--- src/rtl/bnn_weight_streamer.sv ---
// Host-side weight streamer: buffers weight bytes in a small FIFO and sends each
// byte to the BNN loader as two strobed nibbles, low nibble first.
module bnn_weight_streamer #(
   parameter int NUM_NEURONS = 16,
   parameter int FIFO_DEPTH  = 4
) (
   input  logic       clk,
   input  logic       reset,
   input  logic       start,
   input  logic       s_valid,
   input  logic [7:0] s_data,
   output logic       s_ready,
   input  logic       tgt_ena,
   output logic       load_en_o,
   output logic [3:0] nibble_o,
   output logic [4:0] neuron_idx,
   output logic       busy,
   output logic       done
);

   localparam int AW = $clog2(FIFO_DEPTH);
   localparam int CW = AW + 1;

   typedef enum logic [1:0] {
      ST_IDLE,
      ST_LO,
      ST_HI,
      ST_DONE
   } state_t;

   state_t          r_state;
   state_t          w_state_nxt;
   logic [7:0]      r_mem [FIFO_DEPTH];
   logic [AW-1:0]   r_wr_ptr;
   logic [AW-1:0]   r_rd_ptr;
   logic [CW-1:0]   r_count;
   logic [4:0]      r_neuron_idx;

   logic            w_empty;
   logic            w_full;
   logic [7:0]      w_head;
   logic            w_push;
   logic            w_pop;
   logic            w_flush;
   logic            w_last;

   assign w_empty    = (r_count == '0);
   assign w_full     = (r_count == CW'(FIFO_DEPTH));
   assign w_head     = r_mem[r_rd_ptr];
   assign w_last     = (r_neuron_idx == 5'(NUM_NEURONS - 1));
   assign w_push     = s_valid && s_ready;
   assign neuron_idx = r_neuron_idx;

   // Outputs depend only on the registered state and the FIFO head, never on s_valid/s_data.
   always_comb begin
      // NOTE: every signal gets a default before the case so no path infers a latch.
      w_state_nxt = r_state;
      w_pop       = 1'b0;
      w_flush     = 1'b0;
      load_en_o   = 1'b0;
      nibble_o    = 4'h0;
      busy        = 1'b0;
      done        = 1'b0;

      case (r_state)
         ST_IDLE: begin
            if (start) begin
               w_state_nxt = ST_LO;
               w_flush     = 1'b1;
            end
         end
         ST_LO: begin
            busy = 1'b1;
            if (!w_empty) begin
               load_en_o = 1'b1;
               nibble_o  = w_head[3:0];
               if (tgt_ena) begin
                  w_state_nxt = ST_HI;
               end
            end
         end
         ST_HI: begin
            // Head is valid here: bytes leave the FIFO only from this state.
            busy      = 1'b1;
            load_en_o = 1'b1;
            nibble_o  = w_head[7:4];
            if (tgt_ena) begin
               w_pop       = 1'b1;
               w_state_nxt = w_last ? ST_DONE : ST_LO;
            end
         end
         ST_DONE: begin
            done = 1'b1;
            if (start) begin
               w_state_nxt = ST_LO;
               w_flush     = 1'b1;
            end
         end
         default: begin
            w_state_nxt = ST_IDLE;
         end
      endcase

      s_ready = busy && !w_full;
   end

   always_ff @(posedge clk or posedge reset) begin
      if (reset) begin
         // NOTE: sequential state uses non-blocking assignments so every register samples pre-edge values.
         r_state      <= ST_IDLE;
         r_wr_ptr     <= '0;
         r_rd_ptr     <= '0;
         r_count      <= '0;
         r_neuron_idx <= '0;
      end else begin
         r_state <= w_state_nxt;
         if (w_flush) begin
            r_wr_ptr     <= '0;
            r_rd_ptr     <= '0;
            r_count      <= '0;
            r_neuron_idx <= '0;
         end else begin
            if (w_push) begin
               r_wr_ptr <= r_wr_ptr + AW'(1);
            end
            if (w_pop) begin
               r_rd_ptr     <= r_rd_ptr + AW'(1);
               r_neuron_idx <= r_neuron_idx + 5'd1;
            end
            case ({w_push, w_pop})
               2'b10:   r_count <= r_count + CW'(1);
               2'b01:   r_count <= r_count - CW'(1);
               default: r_count <= r_count;
            endcase
         end
      end
   end

   // NOTE: storage is not reset; occupancy and pointers alone decide what is valid.
   always_ff @(posedge clk) begin
      if (w_push) begin
         r_mem[r_wr_ptr] <= s_data;
      end
   end

endmodule

--- config.mk ---
export PLATFORM = sky130hd
export DESIGN_NAME = bnn_weight_streamer
export DESIGN_NICKNAME = d
export VERILOG_FILES = /design/src/rtl/bnn_weight_streamer.sv
export SDC_FILE = /design/constraint.sdc
export NUM_CORES = 1
export LEC_CHECK = 0
export BUFFER_PORTS_ARGS = -buffer_cell sky130_fd_sc_hd__buf_4
export CAP_MARGIN = 10
export CORE_ASPECT_RATIO = 0.5
export CORE_UTILIZATION = 44
export CTS_CLUSTER_SIZE = 40
export DETAILED_ROUTE_END_ITERATION = 10
export PLACE_DENSITY_LB_ADDON = 0.12
export SLEW_MARGIN = 10
export SYNTH_ARGS = -nofsm -noshare
export SYNTH_HDL_FRONTEND = slang
export SYNTH_SLANG_ARGS = --single-unit
--- constraint.sdc ---
create_clock -name clk -period 4.5 [get_ports clk]
set_input_delay 0.9 -clock clk [delete_from_list [all_inputs] [get_ports clk]]
set_output_delay 0.9 -clock clk [all_outputs]
set_load 0.02 [all_outputs]
==> results.md <==
Drt:
- The average wire per cell in the routed design is 14.8 microns.
- Dividing the detail-routed via count by the number of cells gives 5.02.
- The first detailed-routing pass took 4 iterations.
- The final routed DRC violation total is 0.
- The routed layout has 1235 vias.
- The detailed router finished its first iteration with 89 violations.
- The remaining number of nets flagged by the antenna check after routing is 0.
- The wire length after detailed routing is 3650 microns.

Yosys:
- The number of synthesized flops with an enable pin is 32.
- The average instance area after synthesis is 14.0 sq um.
- The number of warning messages in the yosys log is 0.
- The share of synthesized registers carrying an async set or reset is 0.304.
- In this run the cell area of the synthesized design comes to 0.00213 sq mm.
- In this run, synthesis produced a sequential element count of 46.
- The main flop type after synthesis is sky130_fd_sc_hd__edfxtp_1.
- Synthesis produced 152 cells.
- After synthesis, the netlist uses 38 different library cells.
- The post-synthesis net count is 176.
- Of the synthesized area, sequential elements account for 0.617.

Placed design:
- The pre-CTS worst setup slack is 1.92 ns.
- The weighted congestion reported at the end of routability-driven placement is 0.775.
- The count of buffers added on input and output ports is 25.
- The total half-perimeter wirelength after legalization and detailed placement is 2670 microns.

Floorplan:
- The core area is 0.00451 sq mm.
- The die extent in x is 100 microns.
- The die covers 0.00513 sq mm.
- The number of cell rows is 17.
- The top-level I/O count is 26.
- The starting density of the core is 0.471.
- From bottom edge to top edge, the die measures 51.2 microns.

Power:
- Dividing total power by cell area gives a power density of 590 mW/mm^2.
- Across the VDD grid, the largest voltage drop is 0.000235 V.
- Summed over all cells, the static leakage comes to 0.994 nW.

Global routing:
- Entering global routing, the biggest net connects 16 pins.
- The via count of the first global-routing pass is 1224.
- The total track usage is 0.166.
- The initial antenna violation count is 0.
- The first global-routing pass estimated 6020 microns of wire.
- The residual overflow from global routing is 0.

Clock tree:
- For the worst-skew pair, the clock arrives at the later sink with an insertion delay of 0.29 ns.
- The depth of the CTS H-tree is 2.
- The cell at the root of the clock tree is sky130_fd_sc_hd__clkbuf_8.
- Clock-pin slew was measured on the worst setup and hold paths at 0.09 ns.
- The number of buffers created by CTS is 5.
- The hold buffer count at cts is 0.
- The clock tree buffer depth is 2.
- CTS saw 46 sinks.
- The number of buffers added for setup after CTS is 0.
- Once the clock tree was built, the resizer swapped 0 gates to a different size.
- TritonCTS built the clock tree.

Timing:
- Measured against its own limit, the worst slew margin works out to 0.612.
- The number of failing hold endpoints at the final stage was 0.
- Static timing analysis puts the maximum clock frequency at 0.343 GHz.
- The post-route fraction of the period consumed by the critical path is 0.648.
- In the final timing run, aggregate negative setup slack is 0 ns.
- Setup slack closes at 1.59 ns.
- Setup repair after global routing left no endpoint under its margin.
- The clock skew after layout is 0.00600 ns.
- The number of slew-limit violations in the final report was 0.
- At the pin with the least slew margin, the transition time is 0.581 ns.
- Setup violations remaining at the end of the flow were counted as 0.
- The clock period could shrink to 2.91 ns.

Cells and area:
- The most common cell after layout, fill and taps aside is sky130_fd_sc_hd__edfxtp_1.
- Leaving out fill and tap cells, the most frequent cells in the layout are sky130_fd_sc_hd__edfxtp_1, sky130_fd_sc_hd__buf_4, sky130_fd_sc_hd__inv_1.
- The count of nets after finishing is 203.
- The number of antenna diodes in the final layout is 0.
- The layout cell share with drive strength beyond 1 is 0.278.
- The relative area change from synthesis to final layout is 15.9%.

Worst setup path:
- Of all nets on the critical path, the largest fanout is 7.
- The cell type with the highest occurrence count on the critical path is sky130_fd_sc_hd__inv_1.
- The arrival time of the worst setup path is 2.01 ns.
- The worst setup path is launched from a register.
- The delay of the slowest critical-path stage is 0.42 ns.
- The startpoint-to-endpoint class of the critical path is reg -> out.
- Walking the worst path, the cells encountered are inv_1 -> ha_1 -> inv_1 -> nand3_1 -> o22ai_1 -> buf_4.
- Together, buffers and inverters on the worst path number 3.
- Grouping stages by cell kind, the critical path spends the most delay in flip-flops.
- For the worst setup path, the data required time is 3.60 ns.
- The worst setup path is captured at a primary output.
- The cell type of the slowest stage on the worst timing path is sky130_fd_sc_hd__dfrtp_1.

Min path:
- The classification of the worst-slack hold path is reg -> reg.

Run:
- Across the run, the number of max-cap violations was 0.

Run status:
- The flow ran to the end, and the final reports show no timing, DRC or antenna violations.
## final timing paths
check                           start     endpoint  slack, ns  depth (start not counted)
setup / recovery           r_state[0]  nibble_o[1]       1.59                          6
hold / removal             r_state[1]   r_state[1]       0.55                          2
setup reg to reg           r_state[0]   r_count[2]       2.09                          8
hold reg to reg            r_state[1]   r_state[1]       0.55                          2
max in group asynchronous       reset   r_count[2]       3.46                          2
min in group asynchronous       reset  r_rd_ptr[0]       0.66                          2
## synthesized netlist by cell type, types with 2 or more instances
cell	count	share of area
sky130_fd_sc_hd__nor2_1	12	0.021
sky130_fd_sc_hd__edfxtp_1	32	0.45
sky130_fd_sc_hd__o22ai_1	4	0.012
sky130_fd_sc_hd__nand4_1	2	0.0059
sky130_fd_sc_hd__or3b_1	2	0.0082
sky130_fd_sc_hd__dfrtp_1	14	0.16
sky130_fd_sc_hd__o21ai_0	3	0.0071
sky130_fd_sc_hd__xor2_1	3	0.012
sky130_fd_sc_hd__and2_1	2	0.0059
sky130_fd_sc_hd__inv_1	16	0.028
sky130_fd_sc_hd__nand2_1	8	0.014
sky130_fd_sc_hd__xnor2_1	3	0.012
sky130_fd_sc_hd__a21oi_1	4	0.0094
sky130_fd_sc_hd__mux4_2	8	0.085
sky130_fd_sc_hd__and3_2	4	0.014
sky130_fd_sc_hd__ha_1	10	0.059
sky130_fd_sc_hd__nor3_1	2	0.0047
sky130_fd_sc_hd__buf_2	3	0.0071
## layout make-up
| type | instances | area [sq um] |
|---|---|---|
| Fill cell | 383 | 2050 |
| Sequential cell | 46 | 1310 |
| Multi-Input combinational cell | 85 | 732 |
| Timing Repair Buffer | 25 | 188 |
| Tap cell | 66 | 82.6 |
| Clock buffer | 5 | 68.8 |
| Inverter | 16 | 60.1 |
| Clock inverter | 3 | 21.3 |
## report_power, final
part	internal, mW	total, mW	switching [mW]
sequential	0.545	0.618	0.0735
combinational	0.257	0.589	0.332
clock	0.109	0.247	0.138
total	0.910	1.45	0.543
## through the flow
stage | total power [mW] | std cells | area [sq um] | hold WS (ns) | utilization
detailed placement | 1.23 | 238 | 2370 | 0.549 | 0.526
CTS | 1.48 | 246 | 2460 | 0.564 | 0.546
finish | 1.45 | 246 | 2460 | 0.552 | 0.546
global placement | 1.22 | 238 | 2370 | 0.534 | 0.526
floorplan | 1.04 | 152 | 2130 | 0.499 | -
global route | 1.57 | 246 | 2460 | 0.614 | 0.546
## layer usage
layer / track usage / share of wire / vias to the layer above
met4: 0.0580 / 0.0074 / 0
li1: - / - / 600
met1: 0.228 / 0.50 / 598
met3: 0.0465 / 0.059 / 5
met2: 0.255 / 0.44 / 32
met5: 0 / 0 / -
## flip-flops by register name, summed over array words and instances, names as in the netlist
| name | count |
|---|---|
| neuron_idx | 5 |
| r_count | 3 |
| r_state | 2 |
| r_mem | 32 |
| r_wr_ptr | 2 |
| r_rd_ptr | 2 |
## tightest hold or removal path: stages (launching register included)
cell and delay [ns]:
sky130_fd_sc_hd__dfrtp_1 0.40, sky130_fd_sc_hd__nand2_1 0.06, sky130_fd_sc_hd__o21ai_0 0.06
## cell families (layout without fill, tap and decap cells)
logic type               Yosys count  in the layout  share of synthesized area
buffers and inverters             21             49                     0.0388
XOR/XNOR                           6              6                     0.0247
AND/OR/NAND/NOR                   41             41                      0.108
adder cells (fa/ha/maj)           11             11                     0.0683
AO/OA/AOI/OAI                     18             18                     0.0536
multiplexers                       9              9                     0.0895
flip-flops                        46             46                      0.617
No activity file was read; power rests on OpenSTA's default activity.
